`src/rtl/regfile_phase_sequencer.sv`:
```
// Five-phase instruction sequencer for the 8x16 register file, with run/step/halt
// control and a halted-only valid/ready dump of r0..r7 through the Rs read port.
module regfile_phase_sequencer #(
  parameter int NUM_PHASES = 5,
  parameter int ADDR_W     = 3,
  parameter int DATA_W     = 16
) (
  input  logic                  clock,
  input  logic                  reset,
  input  logic                  run,
  input  logic                  step,
  input  logic                  haltReq,
  input  logic                  stall,
  output logic [NUM_PHASES-1:0] phase,
  output logic                  changeEnable,
  output logic                  running,
  output logic                  halted,
  input  logic                  dumpReq,
  output logic                  dumpActive,
  output logic [ADDR_W-1:0]     dumpAddr,
  input  logic [DATA_W-1:0]     regData,
  output logic [DATA_W-1:0]     dumpData,
  output logic                  dumpValid,
  input  logic                  dumpReady
);

  typedef enum logic [1:0] {
    S_IDLE      = 2'd0,
    S_RUN       = 2'd1,
    S_DUMP_LOAD = 2'd2,
    S_DUMP_SEND = 2'd3
  } state_e;

  localparam logic [NUM_PHASES-1:0] PHASE_FIRST = {{(NUM_PHASES-1){1'b0}}, 1'b1};
  localparam logic [ADDR_W-1:0]     ADDR_LAST   = {ADDR_W{1'b1}};
  localparam logic [ADDR_W-1:0]     ADDR_ONE    = {{(ADDR_W-1){1'b0}}, 1'b1};

  state_e                state_q,     state_d;
  logic [NUM_PHASES-1:0] phase_q,     phase_d;
  logic                  step_mode_q, step_mode_d;
  logic [ADDR_W-1:0]     dump_addr_q, dump_addr_d;
  logic [DATA_W-1:0]     dump_data_q, dump_data_d;
  logic                  dump_valid_q, dump_valid_d;
  logic                  boundary_s;

  // The write strobe marks the instruction boundary: last phase, not stalled.
  assign boundary_s = (state_q == S_RUN) && phase_q[NUM_PHASES-1] && !stall;

  // Next-state and datapath-register update for the sequencer FSM.
  always_comb begin
    state_d      = state_q;
    phase_d      = phase_q;
    step_mode_d  = step_mode_q;
    dump_addr_d  = dump_addr_q;
    dump_data_d  = dump_data_q;
    dump_valid_d = dump_valid_q;
    case (state_q)
      S_IDLE: begin
        if (run) begin
          state_d     = S_RUN;
          phase_d     = PHASE_FIRST;
          step_mode_d = 1'b0;
        end else if (step) begin
          state_d     = S_RUN;
          phase_d     = PHASE_FIRST;
          step_mode_d = 1'b1;
        end else if (dumpReq) begin
          state_d     = S_DUMP_LOAD;
          dump_addr_d = {ADDR_W{1'b0}};
        end else begin
          state_d     = S_IDLE;
        end
      end
      S_RUN: begin
        if (stall) begin
          phase_d = phase_q;
        end else if (phase_q[NUM_PHASES-1]) begin
          // run only gates new instructions; an instruction in flight always finishes.
          if (haltReq || step_mode_q || !run) begin
            state_d     = S_IDLE;
            phase_d     = {NUM_PHASES{1'b0}};
            step_mode_d = 1'b0;
          end else begin
            phase_d     = PHASE_FIRST;
          end
        end else begin
          phase_d = {phase_q[NUM_PHASES-2:0], 1'b0};
        end
      end
      S_DUMP_LOAD: begin
        dump_data_d  = regData;
        dump_valid_d = 1'b1;
        state_d      = S_DUMP_SEND;
      end
      S_DUMP_SEND: begin
        if (dump_valid_q && dumpReady) begin
          dump_valid_d = 1'b0;
          if (dump_addr_q == ADDR_LAST) begin
            state_d     = S_IDLE;
            dump_addr_d = {ADDR_W{1'b0}};
          end else begin
            state_d     = S_DUMP_LOAD;
            dump_addr_d = dump_addr_q + ADDR_ONE;
          end
        end else begin
          state_d = S_DUMP_SEND;
        end
      end
      default: begin
        state_d      = S_IDLE;
        phase_d      = {NUM_PHASES{1'b0}};
        step_mode_d  = 1'b0;
        dump_addr_d  = {ADDR_W{1'b0}};
        dump_valid_d = 1'b0;
      end
    endcase
  end

  // State registers; reset aborts any instruction or dump in progress.
  always_ff @(posedge clock) begin
    if (reset) begin
      state_q      <= S_IDLE;
      phase_q      <= {NUM_PHASES{1'b0}};
      step_mode_q  <= 1'b0;
      dump_addr_q  <= {ADDR_W{1'b0}};
      dump_data_q  <= {DATA_W{1'b0}};
      dump_valid_q <= 1'b0;
    end else begin
      state_q      <= state_d;
      phase_q      <= phase_d;
      step_mode_q  <= step_mode_d;
      dump_addr_q  <= dump_addr_d;
      dump_data_q  <= dump_data_d;
      dump_valid_q <= dump_valid_d;
    end
  end

  assign phase        = phase_q;
  assign changeEnable = boundary_s;
  assign running      = (state_q == S_RUN);
  assign halted       = (state_q == S_IDLE);
  assign dumpActive   = (state_q == S_DUMP_LOAD) || (state_q == S_DUMP_SEND);
  assign dumpAddr     = dump_addr_q;
  assign dumpData     = dump_data_q;
  assign dumpValid    = dump_valid_q;

endmodule

```
`config.mk`:
```
export PLATFORM = sky130hd
export DESIGN_NAME = regfile_phase_sequencer
export DESIGN_NICKNAME = d
export VERILOG_FILES = /design/src/rtl/regfile_phase_sequencer.sv
export SDC_FILE = /design/constraint.sdc
export NUM_CORES = 1
export LEC_CHECK = 0
export ABC_AREA = 1
export CAP_MARGIN = 20
export CORE_AREA = 3 3 62 64
export DETAILED_ROUTE_END_ITERATION = 16
export DIE_AREA = 0 0 65 67
export PLACE_DENSITY = 0.74
export RECOVER_POWER = 50
export SLEW_MARGIN = 20
export SYNTH_ARGS = -nofsm -noshare
export SYNTH_HDL_FRONTEND = slang
export SYNTH_SLANG_ARGS = --single-unit
```
`constraint.sdc`:
```
create_clock -name clock -period 1 [get_ports clock]
set_input_delay 0.2 -clock clock [delete_from_list [all_inputs] [get_ports clock]]
set_output_delay 0.2 -clock clock [all_outputs]
set_load 0.005 [all_outputs]
```
# ---- Word-level counts from Yosys, hierarchy flattened
# Index checks and enable logic that the tools add are counted.
dict set report op_classes {
  n_addsub 1
  eq_ne 12
  n_mux 29
  reduce_logical 17
}
# op n
set ops {}
lappend ops {{$mux 5} 4}
lappend ops {{$mux 2} 8}
lappend ops {{$mux 3} 5}
lappend ops {{$pmux 5 s2} 1}
lappend ops {{$reduce_and 5->1} 2}
lappend ops {{$ne 2x2->1 const B} 4}
lappend ops {{$pmux 2 s4} 1}
lappend ops {{$mux 1} 7}
lappend ops {{$ne 2x1->1 const B} 3}
lappend ops {{$pmux 3 s2} 1}
lappend ops {{$reduce_and 3->1} 2}
lappend ops {{$reduce_bool 2->1} 3}
lappend ops {{$eq 2x2->1 const B} 2}
lappend ops {{$pmux 1 s2} 2}
lappend ops {{$add 3x1->3 const B} 1}
lappend ops {{$eq 3x3->1 const B} 1}
lappend ops {{$logic_and 1x1->1} 3}
lappend ops {{$logic_or 1x1->1} 3}
lappend ops {{$ne 3x3->1 const B} 1}
lappend ops {{$eq 2x1->1 const B} 1}
lappend ops {{$logic_not 1->1} 2}
lappend ops {{$logic_not 2->1} 1}
lappend ops {{$reduce_and 2->1} 1}
dict set report totals {
  output_inout_bits 29
  ff_bits 28
  word_cells 65
  inputBits 24
}

# ---- Longest topological paths before layout
dict set report logic_depth {
  ltp_word 6
  mapped_depth 8
  depth_no_buf 7
}

# ---- Worst setup path before layout
# Ideal clock, no wire load.
dict set report synth_path {
  path_type {flip-flop to flip-flop}
  from {reg dump_addr_q[0] (netlist: dumpAddr[0])}
  to {reg dump_addr_q[2] (netlist: dumpAddr[2])}
  period_less_slack_ns 1.121
  setup_ns 0.109
  path_stages_with_launch 7
  path_buffers 0
  setup_slack_ns -0.121
  required_time_ns 0.891
  arrival_ns 1.012
  cell_sequence {dfxtp_1 > ha_1 > ha_1 > nand2_1 > nand4_1 > nand2_1 > nor2_1}
}
dict set report synth_between {
  elab_chain_len 4
  elab_cells_between_ends 5
  cone_classes {add/sub (1); eq/ne (1); mux (3)}
}
# element line
set synth_lines {}
lappend synth_lines {{from (decl)} 41} ;# logic [ADDR_W-1:0] dump_addr_q, dump_addr_d;
lappend synth_lines {{from (signal assigned)} 125} ;# dump_addr_q <= {ADDR_W{1'b0}};
lappend synth_lines {{from (signal assigned)} 132} ;# dump_addr_q <= dump_addr_d;
lappend synth_lines {{$add 3x1->3 / $eq 3x3->1 (equally long branches)} {103, 98}}
lappend synth_lines {{$mux 3 *} 98} ;# if (dump_addr_q == ADDR_LAST) begin
lappend synth_lines {{$mux 3 *} 96} ;# if (dump_valid_q && dumpReady) begin
lappend synth_lines {{$pmux 3 s2 *} 57} ;# case (state_q)
# Every way passes the cells marked *; elsewhere a longest branch is shown, timed or not. The select of a mux whose other input is x is not followed.
# A chain may end at the register's enable or synchronous reset.

# ---- Worst setup path in the final report
dict set report layout_path {
  from {reg state_q[1]}
  to {out running}
}
dict set report layout_between {
  elab_chain_len 1
}
# element line
set layout_lines {}
lappend layout_lines {{from (decl)} 38} ;# state_e state_q, state_d;
lappend layout_lines {{from (signal assigned)} 129} ;# state_q <= state_d;
lappend layout_lines {{$eq 2x1->1} 140} ;# assign running = (state_q == S_RUN);
lappend layout_lines {{to (decl)} 16} ;# output logic running,
# Every way passes these cells.

==> metrics.cfg <==
[status]
status = finished, violations left
violations = negative setup slack

[routing]
viasPerCell = 4.50
drc = 0
drtAntennaViolNets = 0
drt_iter0_markers = 27
first_pass_iters = 4
drt-total-wl_mm = 3.70
num_vias = 1416
routedWlPerCell_um = 11.8

[final_layout]
finalNonFillerCells = 315
diodes = 0
final_nets = 296
syn_to_final_growth_pct = 92.2
design_area_um2 = 2420
drive_gt1_frac = 0.543
n_fill_cell = 278

[die]
die_y_um = 67
initial_core_util = 0.378
die_width_um = 65
die-area_um2 = 4360
row_count = 21
boundaryPins = 53
core_area_um2 = 3340

[synthesis]
avgSynthCellArea_um2 = 7.13
syn_nets = 203
synth_seq_area_share = 0.444
yosysUniqueCellTypes = 23
synthCells = 177
ys_warn_count = 0
synth-seq-cells = 28
syn-cell-area_um2 = 1260

[clock_network]
clk-insertion-delay-late_ps = 340
cts-buffers-inserted = 3
cts_tree = done
clock_sinks = 28
clk_pin_slew_ps = 160
htree_levels = 1
clockRootBuffer = clkbuf_4
cts.path.max_buffers = 2

[power_and_ir_drop]
vdd_ir_drop_max_mv = 1.08
power_frac_comb = 0.357
pwr-share-clk = 0.218
p_int_w = 0.00212
sw_frac_of_total = 0.295
power_leakage_nw = 1.11
power.density_nw_per_um2 = 1240
seqPwrFrac = 0.425
p_switching_w = 0.000886

[place]
placed_cells = 296
gp_congestion = 0.826
place.port_buffers = 52
dp_hpwl_mm = 2.43
post_dp_cell_area_um2 = 2070

[setup_path]
crit_fanout = 3
timing_worst_setup_path_type = register to output port
crit_arrival_ps = 1220
crit_path_end_kind = output port
critPathRequiredTime_ps = 800
startpoint_type = register

[grt]
antenna_found_initial = 0
grt_max_degree = 17
grt_pass1_vias = 1291
track_usage = 0.173
grt.overflow.total = 0
grt_pass1_wl_mm = 5.86

[sta]
setup_viol = 40
hold_viol_final = 0
max_freq_ghz = 0.704
slew_headroom = 0.822
rsz0062_at_grt = true
finalCriticalPeriod_ps = 1420
clock_skew_ps = 8.84
fin_ws_ps = -421
holdWs_ps = 430
tightest_slew_ps = 267
finalCritPeriodShare = 1.42
drv_slew = 0

[run]
drv_cap = 0

[hold_path]
hold_class = input port to register

==> cells in the mapped netlist <==
library cell	number	area share
nand3_1	8	0.032
nand2_2	4	0.020
nor2_8	1	0.016
a21oi_4	1	0.013
a31oi_1	2	0.0099
nand4_1	4	0.020
clkbuf_1	3	0.0089
buf_4	2	0.012
nor3_1	2	0.0079
nand2_4	1	0.0089
nand2_1	30	0.089
nand3_2	1	0.0079
a21oi_1	2	0.0079
dfxtp_1	28	0.44
buf_6	1	0.0089
nor2_1	47	0.14
inv_2	3	0.0089
o21ai_0	12	0.048
inv_1	14	0.042
ha_1	2	0.020
clkinv_1	1	0.0030
o21ai_1	7	0.028
nor2_2	1	0.0050
==> layout by cell type (no fill, tap or decap), types with 2 or more instances in the layout <==
cell type / instances
a31oi_1: 2
nand3_1: 6
nand4_1: 4
ha_4: 2
buf_2: 12
inv_4: 2
nor2_2: 5
clkdlybuf4s50_1: 23
nand2_4: 6
dfxtp_4: 2
nand3_2: 2
o21ai_1: 7
dfxtp_2: 25
nand2_1: 21
clkbuf_4: 3
buf_4: 30
buf_6: 27
o21ai_2: 10
nand2_2: 7
nor2_1: 42
inv_1: 14
==> per-layer routing <==
layer,global-route usage,vias to the layer above,share of wire
li1,-,744,-
met1,0.205,626,0.40
met2,0.300,42,0.51
met3,0.0624,4,0.080
met4,0.0343,0,0.0073
met5,0,-,0
==> worst paths after layout <==
| kind | from | endpoint | slack [ps] | depth (start not counted) |
|---|---|---|---|---|
| min reg2reg | dumpData[1] | dumpData[1] | 490 | 2 |
| max | state_q[1] | running | -420 | 5 |
| min | regData[10] | dumpData[10] | 430 | 3 |
| max reg2reg | state_q[1] | phase[2] | -400 | 8 |
==> cells by family (layout without fill, tap and decap cells) <==
group	Yosys count	count (layout)	synth area share
simple gates	99	99	0.346
flops	28	28	0.444
compound gates	24	24	0.106
buf+inv	24	116	0.0833
fa+ha+maj	2	2	0.0198
==> power by group through the flow <==
stage | sequential (W) | combinational (W) | clock, W
floorplan | 0.00131 | 0.000371 | 0
global placement | 0.00129 | 0.000850 | 0
detailed placement | 0.00129 | 0.000861 | 0
CTS | 0.00127 | 0.000962 | 0.000689
global route | 0.00129 | 0.00118 | 0.000740
finish | 0.00128 | 0.00107 | 0.000655
==> critical path: stages, from the launching register on <==
cell,delay [ps]
dfxtp_4,380
buf_6,120
nor2_8,110
buf_4,110
buf_6,80
buf_6,80
==> final cells by class <==
cell class / instances / area (um2) / share of cell area
Tap cell: 46 / 57.6 / 0.0237
Timing Repair Buffer: 94 / 867 / 0.358
Sequential cell: 28 / 599 / 0.247
Inverter: 18 / 77.6 / 0.0320
Multi-Input combinational cell: 125 / 774 / 0.320
Clock buffer: 4 / 47.5 / 0.0196
==> timing repair <==
item / CTS / global route
buffers inserted: 10 / 4
resized for setup: 184 / 32
pin swaps: 7 / 4
setup endpoints to repair: 57 / 57
gates cloned: 1 / 0
endpoints found under the hold margin: 0 / 0
hold buffers: 0 / 0
==> registers in the layout, indices dropped and copies added, names as in the netlist <==
name / cells
dumpAddr: 3
dumpData: 16
dumpValid: 1
phase: 5
state_q: 2
step_mode_q: 1
==> metrics by stage <==
| step | util | power, W | setup slack (ps) | setup TNS, ps |
|---|---|---|---|---|
| final | 0.726 | 0.00301 | -421 | -7960 |
| after global routing | 0.726 | 0.00322 | -511 | -10830 |
| after CTS | 0.676 | 0.00292 | -426 | -6030 |
| after detailed placement | 0.622 | 0.00215 | -507 | -8920 |
| after global placement | 0.622 | 0.00214 | -494 | -8440 |
| after floorplan | - | 0.00168 | -11.9 | -27.3 |
Power figures use the tool's default switching activity.
